### src/rtl/sh_sync_param.sv
// RF pulse-position frame synchronizer: detector pulses are binned into fixed bit
// windows, shifted into a frame buffer and matched against a masked sync word.
module sh_sync_param #(
   parameter int                   FRAME_LEN    = 64,
   parameter int                   BIT_CYCLES   = 10000,
   parameter logic [FRAME_LEN-1:0] SYNC_MASK    = FRAME_LEN'(64'h7C00_001F_0000_01FF),
   parameter logic [FRAME_LEN-1:0] SYNC_PATTERN = {FRAME_LEN{1'b1}},
   parameter int                   MAX_ERR      = 0,
   parameter int                   MISS_LIMIT   = 16,
   parameter int                   PULSE_MODE   = 0
) (
   input  logic                 clk,
   input  logic                 rst,
   input  logic                 rfin,
   input  logic                 RX,
   input  logic                 tx_rdy,
   output logic                 sh_en,
   output logic [FRAME_LEN-1:0] frame_data,
   output logic [1:0]           state
);

   localparam int PCW = $clog2(FRAME_LEN + 1);
   localparam int WCW = (BIT_CYCLES > 1) ? $clog2(BIT_CYCLES) : 1;
   localparam int MCW = $clog2(MISS_LIMIT + 1);

   localparam logic [WCW-1:0] WIN_LAST   = WCW'(BIT_CYCLES - 1);
   localparam logic [PCW-1:0] FRAME_FULL = PCW'(FRAME_LEN);
   localparam logic [PCW-1:0] ERR_MAX    = PCW'((MAX_ERR > FRAME_LEN) ? FRAME_LEN : MAX_ERR);
   localparam logic [MCW-1:0] MISS_MAX   = MCW'(MISS_LIMIT);

   typedef enum logic [1:0] {
      ST_IDLE   = 2'd0,
      ST_HUNT   = 2'd1,
      ST_TRACK  = 2'd2,
      ST_LOCKED = 2'd3
   } state_t;

   state_t               state_q, state_d;
   logic                 sync1_q, sync2_q, sync3_q;
   logic [WCW-1:0]       win_cnt_q, win_cnt_d;
   logic                 pulse_seen_q, pulse_seen_d;
   logic [FRAME_LEN-1:0] shreg_q, shreg_d;
   logic [PCW-1:0]       bits_rx_q, bits_rx_d;
   logic [MCW-1:0]       miss_cnt_q, miss_cnt_d;
   logic                 sh_en_q, sh_en_d;
   logic [FRAME_LEN-1:0] frame_data_q, frame_data_d;

   logic                 rise;
   logic                 win_close;
   logic                 bit_in;
   logic [FRAME_LEN-1:0] shreg_shift;
   logic [PCW-1:0]       bits_rx_inc;
   logic [MCW-1:0]       miss_inc;
   logic [FRAME_LEN-1:0] mis_vec;
   logic [PCW-1:0]       mis_cnt;
   logic                 sync_match;
   logic                 clr_trk;

   assign rise        = sync2_q & ~sync3_q;
   assign win_close   = (win_cnt_q == WIN_LAST);
   // A rise on the closing cycle still belongs to the window being closed.
   assign bit_in      = pulse_seen_q | rise;
   assign shreg_shift = {shreg_q[FRAME_LEN-2:0], bit_in};
   assign bits_rx_inc = (bits_rx_q == FRAME_FULL) ? bits_rx_q : bits_rx_q + PCW'(1);
   assign miss_inc    = miss_cnt_q + MCW'(1);

   genvar gi;
   generate
      for (gi = 0; gi < FRAME_LEN; gi++) begin : g_mis
         assign mis_vec[gi] = (shreg_shift[gi] ^ SYNC_PATTERN[gi]) & SYNC_MASK[gi];
      end
   endgenerate

   always_comb begin
      mis_cnt = '0;
      for (int i = 0; i < FRAME_LEN; i++) begin
         mis_cnt = mis_cnt + PCW'(mis_vec[i]);
      end
   end

   assign sync_match = (bits_rx_inc == FRAME_FULL) && (mis_cnt <= ERR_MAX);

   always_comb begin
      state_d      = state_q;
      win_cnt_d    = win_cnt_q;
      pulse_seen_d = pulse_seen_q;
      shreg_d      = shreg_q;
      bits_rx_d    = bits_rx_q;
      miss_cnt_d   = miss_cnt_q;
      sh_en_d      = sh_en_q;
      frame_data_d = frame_data_q;
      clr_trk      = 1'b0;

      case (state_q)
         ST_IDLE: begin
            sh_en_d      = 1'b0;
            frame_data_d = '0;
            clr_trk      = 1'b1;
            if (RX) begin
               state_d = ST_HUNT;
            end
         end

         ST_HUNT: begin
            clr_trk = 1'b1;
            if (!RX) begin
               state_d = ST_IDLE;
            end else if (rise) begin
               state_d = ST_TRACK;
            end
         end

         ST_TRACK: begin
            if (!RX) begin
               state_d = ST_IDLE;
               clr_trk = 1'b1;
            end else begin
               win_cnt_d    = win_close ? '0 : win_cnt_q + WCW'(1);
               pulse_seen_d = pulse_seen_q | rise;
               if (win_close) begin
                  pulse_seen_d = 1'b0;
                  shreg_d      = shreg_shift;
                  bits_rx_d    = bits_rx_inc;
                  miss_cnt_d   = bit_in ? '0 : miss_inc;
                  // A completed match wins over a simultaneous miss abort.
                  if (sync_match) begin
                     state_d      = ST_LOCKED;
                     frame_data_d = shreg_shift;
                     sh_en_d      = 1'b1;
                  end else if (!bit_in && (miss_inc == MISS_MAX)) begin
                     state_d = ST_HUNT;
                     clr_trk = 1'b1;
                  end
               end
            end
         end

         ST_LOCKED: begin
            if (PULSE_MODE != 0) begin
               sh_en_d = 1'b0;
            end
            if (tx_rdy) begin
               sh_en_d      = 1'b0;
               frame_data_d = '0;
               clr_trk      = 1'b1;
               state_d      = RX ? ST_HUNT : ST_IDLE;
            end
         end

         default: begin
            state_d = ST_IDLE;
            clr_trk = 1'b1;
         end
      endcase

      // Every entry into TRACK starts a fresh frame with the entering pulse as bit one.
      if (clr_trk) begin
         win_cnt_d    = '0;
         pulse_seen_d = 1'b1;
         shreg_d      = '0;
         bits_rx_d    = '0;
         miss_cnt_d   = '0;
      end
   end

   always_ff @(posedge clk) begin
      if (!rst) begin
         state_q      <= ST_IDLE;
         sync1_q      <= 1'b0;
         sync2_q      <= 1'b0;
         sync3_q      <= 1'b0;
         win_cnt_q    <= '0;
         pulse_seen_q <= 1'b0;
         shreg_q      <= '0;
         bits_rx_q    <= '0;
         miss_cnt_q   <= '0;
         sh_en_q      <= 1'b0;
         frame_data_q <= '0;
      end else begin
         state_q      <= state_d;
         sync1_q      <= rfin;
         sync2_q      <= sync1_q;
         sync3_q      <= sync2_q;
         win_cnt_q    <= win_cnt_d;
         pulse_seen_q <= pulse_seen_d;
         shreg_q      <= shreg_d;
         bits_rx_q    <= bits_rx_d;
         miss_cnt_q   <= miss_cnt_d;
         sh_en_q      <= sh_en_d;
         frame_data_q <= frame_data_d;
      end
   end

   assign sh_en      = sh_en_q;
   assign frame_data = frame_data_q;
   assign state      = state_q;

endmodule
### config.mk
export PLATFORM = sky130hd
export DESIGN_NAME = sh_sync_param
export DESIGN_NICKNAME = d
export VERILOG_FILES = /design/src/rtl/sh_sync_param.sv
export SDC_FILE = /design/constraint.sdc
export NUM_CORES = 1
export LEC_CHECK = 0
export BUFFER_PORTS_ARGS = -buffer_cell sky130_fd_sc_hd__buf_2
export CORE_AREA = 3 3 136 138
export CTS_CLUSTER_SIZE = 28
export DETAILED_ROUTE_END_ITERATION = 12
export DIE_AREA = 0 0 139 141
export GPL_TIMING_DRIVEN = 0
export HOLD_SLACK_MARGIN = 0.02
export PLACE_DENSITY = 0.6
export SLEW_MARGIN = 20
export SYNTH_ARGS = -nofsm -noshare
export SYNTH_HDL_FRONTEND = slang
export SYNTH_SLANG_ARGS = --single-unit
### constraint.sdc
create_clock -name clk -period 7.7 [get_ports clk]
set_clock_uncertainty 0.2 [all_clocks]
set_input_delay 0.77 -clock clk [delete_from_list [all_inputs] [get_ports clk]]
set_output_delay 0.77 -clock clk [all_outputs]
set_load 0.01 [all_outputs]
After elaboration in Yosys (flattened, before gate mapping)
Index checks and enable logic that the tools add are counted.

word-level totals
  bits in registers = 160
  bits in latches = 0
  memory bits (writable) = 0
  bits in read-only memories = 0
  bits of input ports = 5
  memories = 0

operators by class
  add/subtract/negate cells = 21
  multiply operators = 0
  divide/modulo/power cells = 0
  $lt $le $gt $ge = 1
  eq/ne operators = 15
  shift-type cells = 0
  multiplexer cells = 33
  bitwise logic cells = 23
  reduce and logical (&&, ||, !) cells = 14

operator list
  operator               number
  $mux 64                4
  $pmux 64 s3            1
  $add 7x1->7            12
  $not 1->1              21
  $mux 2                 8
  $add 14x1->14 const B  1
  $eq 14x14->1 const B   1
  $eq 7x7->1 const B     2
  $mux 1                 14
  $mux 14                1
  $ne 2x2->1 const B     5
  $reduce_and 5->1       2
  $pmux 2 s4             1
  $add 6x1->7            1
  $add 7x1->7 const B    1
  $le 7x1->1 const B     1
  $mux 7                 1
  $add 5x1->6            1
  $ne 3x3->1 const B     2
  $pmux 1 s3             2
  $add 4x1->5            1
  $add 5x1->5 const B    1
  $eq 5x5->1 const B     1
  $mux 5                 1
  16 further kinds       21

Longest topological paths before layout
  depth after elaboration = 30
  depth in mapped cells = 21

Worst setup path before layout
Ideal clock, no wire load.

  path type = register -> register
  start = register sync2_q
  end = register frame_data_q[10], in the netlist frame_data[10]
  library setup time = 0.128 ns
  arrival = 5.864 ns
  path slack = 1.508 ns
  stages on the path, launching flop included = 22
  buffers on the path = 3
  period minus slack after synthesis = 6.192 ns
  cells stage by stage = dfxtp_1 -> nor2b_1 -> nor2_1 -> clkbuf_1 -> inv_1 -> fa_1 -> fa_1 -> fa_1 -> inv_1 -> fa_1 -> fa_1 -> inv_1 -> fa_1 -> inv_1 -> fa_1 -> nor4b_1 -> nand3b_1 -> or4_1 -> nor4_2 -> buf_4 -> buf_6 -> o22ai_1

on the way
  word-level cells in the longest chain between the ends = 25

ends and longest elaborated chain
  item                               line  RTL
  start, declared                    39    logic sync1_q, sync2_q, sync3_q;
  start signal, assigned             182   sync2_q <= sync1_q;
  $and 1x1->1                        59    assign rise = sync2_q & ~sync3_q;
  $or 1x1->1                         62    assign bit_in = pulse_seen_q | rise;
  named net bit_in                   50    logic bit_in;
  $not 1->1 (no source line)         --
  $add 1x1->2                        77    mis_cnt = mis_cnt + PCW'(mis_vec[i]);
  $add 2x1->3                        77
  $add 3x1->4                        77
  $add 4x1->5                        77
  $add 5x1->6                        77
  $add 6x1->7                        77
  $add 7x1->7 (12 in a row)          77
  $le 7x1->1                         81    assign sync_match = (bits_rx_inc == FRAME_FULL) && (mis_cnt <= ERR_MAX);
  $logic_and 1x1->1                  81
  $ne 2x2->1 (no source line)        --
  $reduce_and 5->1 (no source line)  --
  end signal, assigned               190   frame_data_q <= frame_data_d;
  end, declared                      46    logic [FRAME_LEN-1:0] frame_data_q, frame_data_d;

The timed path passes the listed nets, and every way through them passes these cells.
A chain may end at the register's enable or synchronous reset.

Worst setup path after layout
  start = register sync2_q
  end = register frame_data_q[40], in the netlist frame_data[40]

The elaborated chain is that of the path after synthesis.

==> summary.md <==
| Metric | Value |
|---|---|
| Outcome | `finished, final reports clean` |
| Kind of critical path | `reg2reg` |
| CP delay by family, top | `adder cells` |
| Register area share after synthesis | `46.4%` |
| Synth Area per Inst | `8.37 µm²` |
| Simple-Gate Fraction of Synth Area | `16.4%` |
| CTS tree | `built` |
| Syn. warnings | `0` |
| Share of cells above drive strength 1 | `13.2%` |
| DR vias | `5984` |
| Via density per instance | `5.20` |
| Maximum clock rate | `140 MHz` |
| Slew Viols, Final | `0` |
| CTS max path bufs | `2` |
| Die Wd | `139 µm` |
| Final hold vios | `0` |
| Die area | `19600 µm²` |
| Most area-consuming cells after synthesis | `dfxtp_1 46%, a21oi_1 9.9%, o22ai_1 5.8%, nor3_1 5.2%, inv_1 4.7%` |
| Worst VDD drop | `around 0.15 mV` |
| Fin util | `47.4%` |
| Most used cell, CP | `fa_1` |
| Critical-path cell list | `nor2b_1, nor2_1, clkbuf_1, inv_1, fa_1, fa_1, fa_1, inv_1, fa_1, fa_1, inv_1, fa_1, inv_1, fa_1, nor4b_1, nand3b_1, nor4_4, nand4_1, clkbuf_1, clkbuf_1, o22ai_1` |
| Pre-antenna DRT Iters | `4` |
| Total wire length | `approximately 17000 µm` |
| Die height | `141 µm` |
| DRC viols | `0` |
| First-pass GRT wire length | `28900 µm` |
| Critical path's largest stage delay | `0.60 ns` |
| Rel. slew slack | `32.5%` |
| Gpl congestion | `0.834` |
| TritonCTS buffer count | `17` |
| Clk Latency, worst-skew pair | `0.43 ns` |
| Most frequent cells in the layout | `160 x dfxtp_1, 137 x a21oi_1, 86 x inv_1, 81 x nand2_1, 78 x buf_2` |
| Met2 WL post-DR | `between 7000 and 8000 µm` |
| Mux contribution to synthesized area | `0.290%` |
| Port buffer count | `70` |
| Main combinational cell family by area after synthesis | `compound AO/OA/AOI/OAI gates` |
| # diodes | `0` |
| Fin crit share | `92.5%` |
| Antenna Nets Post-Route | `0` |
| Met3 wire length | `~800 µm` |
| Post-DP HPWL | `12200 µm` |
| Largest net degree at the start of global routing | `17` |
| Syn-to-layout area delta | `19.0%` |
| P per Cell Area | `between 200 and 250 nW/µm²` |
| Overflow after GRT | `0` |
| DRT iter0 DRCs | `320` |
| Overall routing resource usage | `between 15 and 20%` |
| WL met1 | `8470 µm` |
| Htree depth | `4` |
| Worst Setup End Kind | `register` |
| Clock slew at reported path FFs | `0.06 ns` |
| Drt wl/cell | `about 15 µm` |
| Critical path's slowest cell | `fa_1` |
| Critical path arrival | `7.27 ns` |
| Syn_nets | `854` |
| Slew of the pin with the lowest slew margin | `0.998 ns` |
| Ys flop type | `dfxtp_1` |
| Row cnt | `48` |
| Commonest non-fill, non-tap cell in the layout | `dfxtp_1` |
| Worst R2R Setup Slack | `approximately 0.57 ns` |
| RSZ-0062 raised after global routing | `false` |
| Synth Area in XOR/XNOR | `2.54%` |
| Initial antenna violation count | `0` |
| Max_cap viols | `0` |
| Lkg Pwr | `2.79 nW` |
| Yosys top cell by area | `dfxtp_1` |
| Mapped Cells | `approximately 820` |
| Clock Sinks | `160` |
| I/O pins | `72` |
| Final setup TNS | `0 ns` |
| CP Data Required Time | `7.84 ns` |
| Synth Area in Compound Gates | `between 10% and 20%` |
| EDFF count, synth | `0` |
| Vias in the first global route | `5718` |
| Final net count | `943` |
| Post-synthesis register bit count | `160` |
| CTS root buffer | `clkbuf_16` |
| Crit start category | `register` |
| Initial core utilization | `39.9%` |
| Max layer used | `met4` |
| Fraction of registers with async set/reset | `0%` |
| Mapped Area | `6900 µm²` |
| Synth cell types | `55` |
| Synth top area share | `between 40% and 50%` |
| Core area | `17300 µm²` |
| Buf+Inv Stages, Crit Path | `7` |
| Worst min-delay path class | `reg2reg` |
| Min Tclk post-route | `7.13 ns` |
| Finish-stage setup viols | `0` |
| Critical-path maximum fanout | `10` |
| Adder-cell share of the synthesized area | `5.95%` |
cells in the mapped netlist, types with 8 or more instances:
master      n
clkbuf_1   48
nor2_1     25
inv_1      86
a21oi_1   137
nand3_1    12
dfxtp_1   160
buf_2       8
o22ai_1    64
fa_1       13
xnor2_1    17
nor3_1     71
ha_1       12
nand2_1    81
o21ai_0     9
metrics by stage:
step | hold slack [ns] | instance area [µm²] | worst slack (ns) | power, mW | cells
CTS | 0.243 | 8200 | 0.498 | 1.82 | 1151
global placement | 0.217 | 7530 | 0.551 | 0.868 | 1119
finish | 0.238 | 8200 | 0.574 | 1.80 | 1151
global route | 0.256 | 8200 | 0.114 | 1.86 | 1151
floorplan | 0.212 | 6900 | 1.51 | 0.860 | 824
detailed placement | 0.228 | 7530 | 0.536 | 0.868 | 1119
per-layer routing:
layer  GRT usage (%)  vias up
met5               0        -
met4            5.05        0
met3            5.12       22
met2            28.2      131
met1            24.4     2801
li1                -     3030
cells by family (layout without fill, tap and decap cells):
kind of cell,count (synthesis),after routing
buf+inv,148,250
compound gates,236,236
xor+xnor,20,20
fa+ha+maj,25,25
mux,2,2
flops,160,160
simple gates,233,233
layout make-up:
cell class,count,area [µm²]
fillers,1755,9090
flip-flops and latches,160,3200
multi-input cells,516,3100
clock buffers,18,429
repair buffers,70,350
inverters,86,323
plain buffers,62,284
well taps,225,282
clock inverters,14,238
path summary, 6_finish.rpt:
path                                       to  cells past startpoint                from
setup / recovery  frame_data[40]$_SDFFE_PN0P_                     21  sync2_q$_SDFF_PN0_
hold / removal             sync2_q$_SDFF_PN0_                      1  sync1_q$_SDFF_PN0_
setup reg to reg  frame_data[40]$_SDFFE_PN0P_                     21  sync2_q$_SDFF_PN0_
hold reg to reg            sync2_q$_SDFF_PN0_                      1  sync1_q$_SDFF_PN0_
flip-flops by register name, indices dropped and copies added (netlist names):
| name | flops |
|---|---|
| frame_data | 64 |
| shreg_q | 63 |
| win_cnt_q | 14 |
| bits_rx_q | 7 |
| miss_cnt_q | 5 |
| state | 2 |
| pulse_seen_q | 1 |
| sh_en | 1 |
| sync1_q | 1 |
| sync2_q | 1 |
| sync3_q | 1 |
where the power goes:
group          switching, mW  leakage (nW)  internal [mW]
Clock                  0.342         0.324          0.608
Sequential           0.00115          1.29          0.829
Combinational         0.0142          1.18        0.00505
timing repair:
item                       in CTS  in global routing
buffers inserted                0                  0
resized for setup               0                  1
hold buffers                    0                  0
setup endpoints to repair       0                  2
No activity file was read; power rests on OpenSTA's default activity.
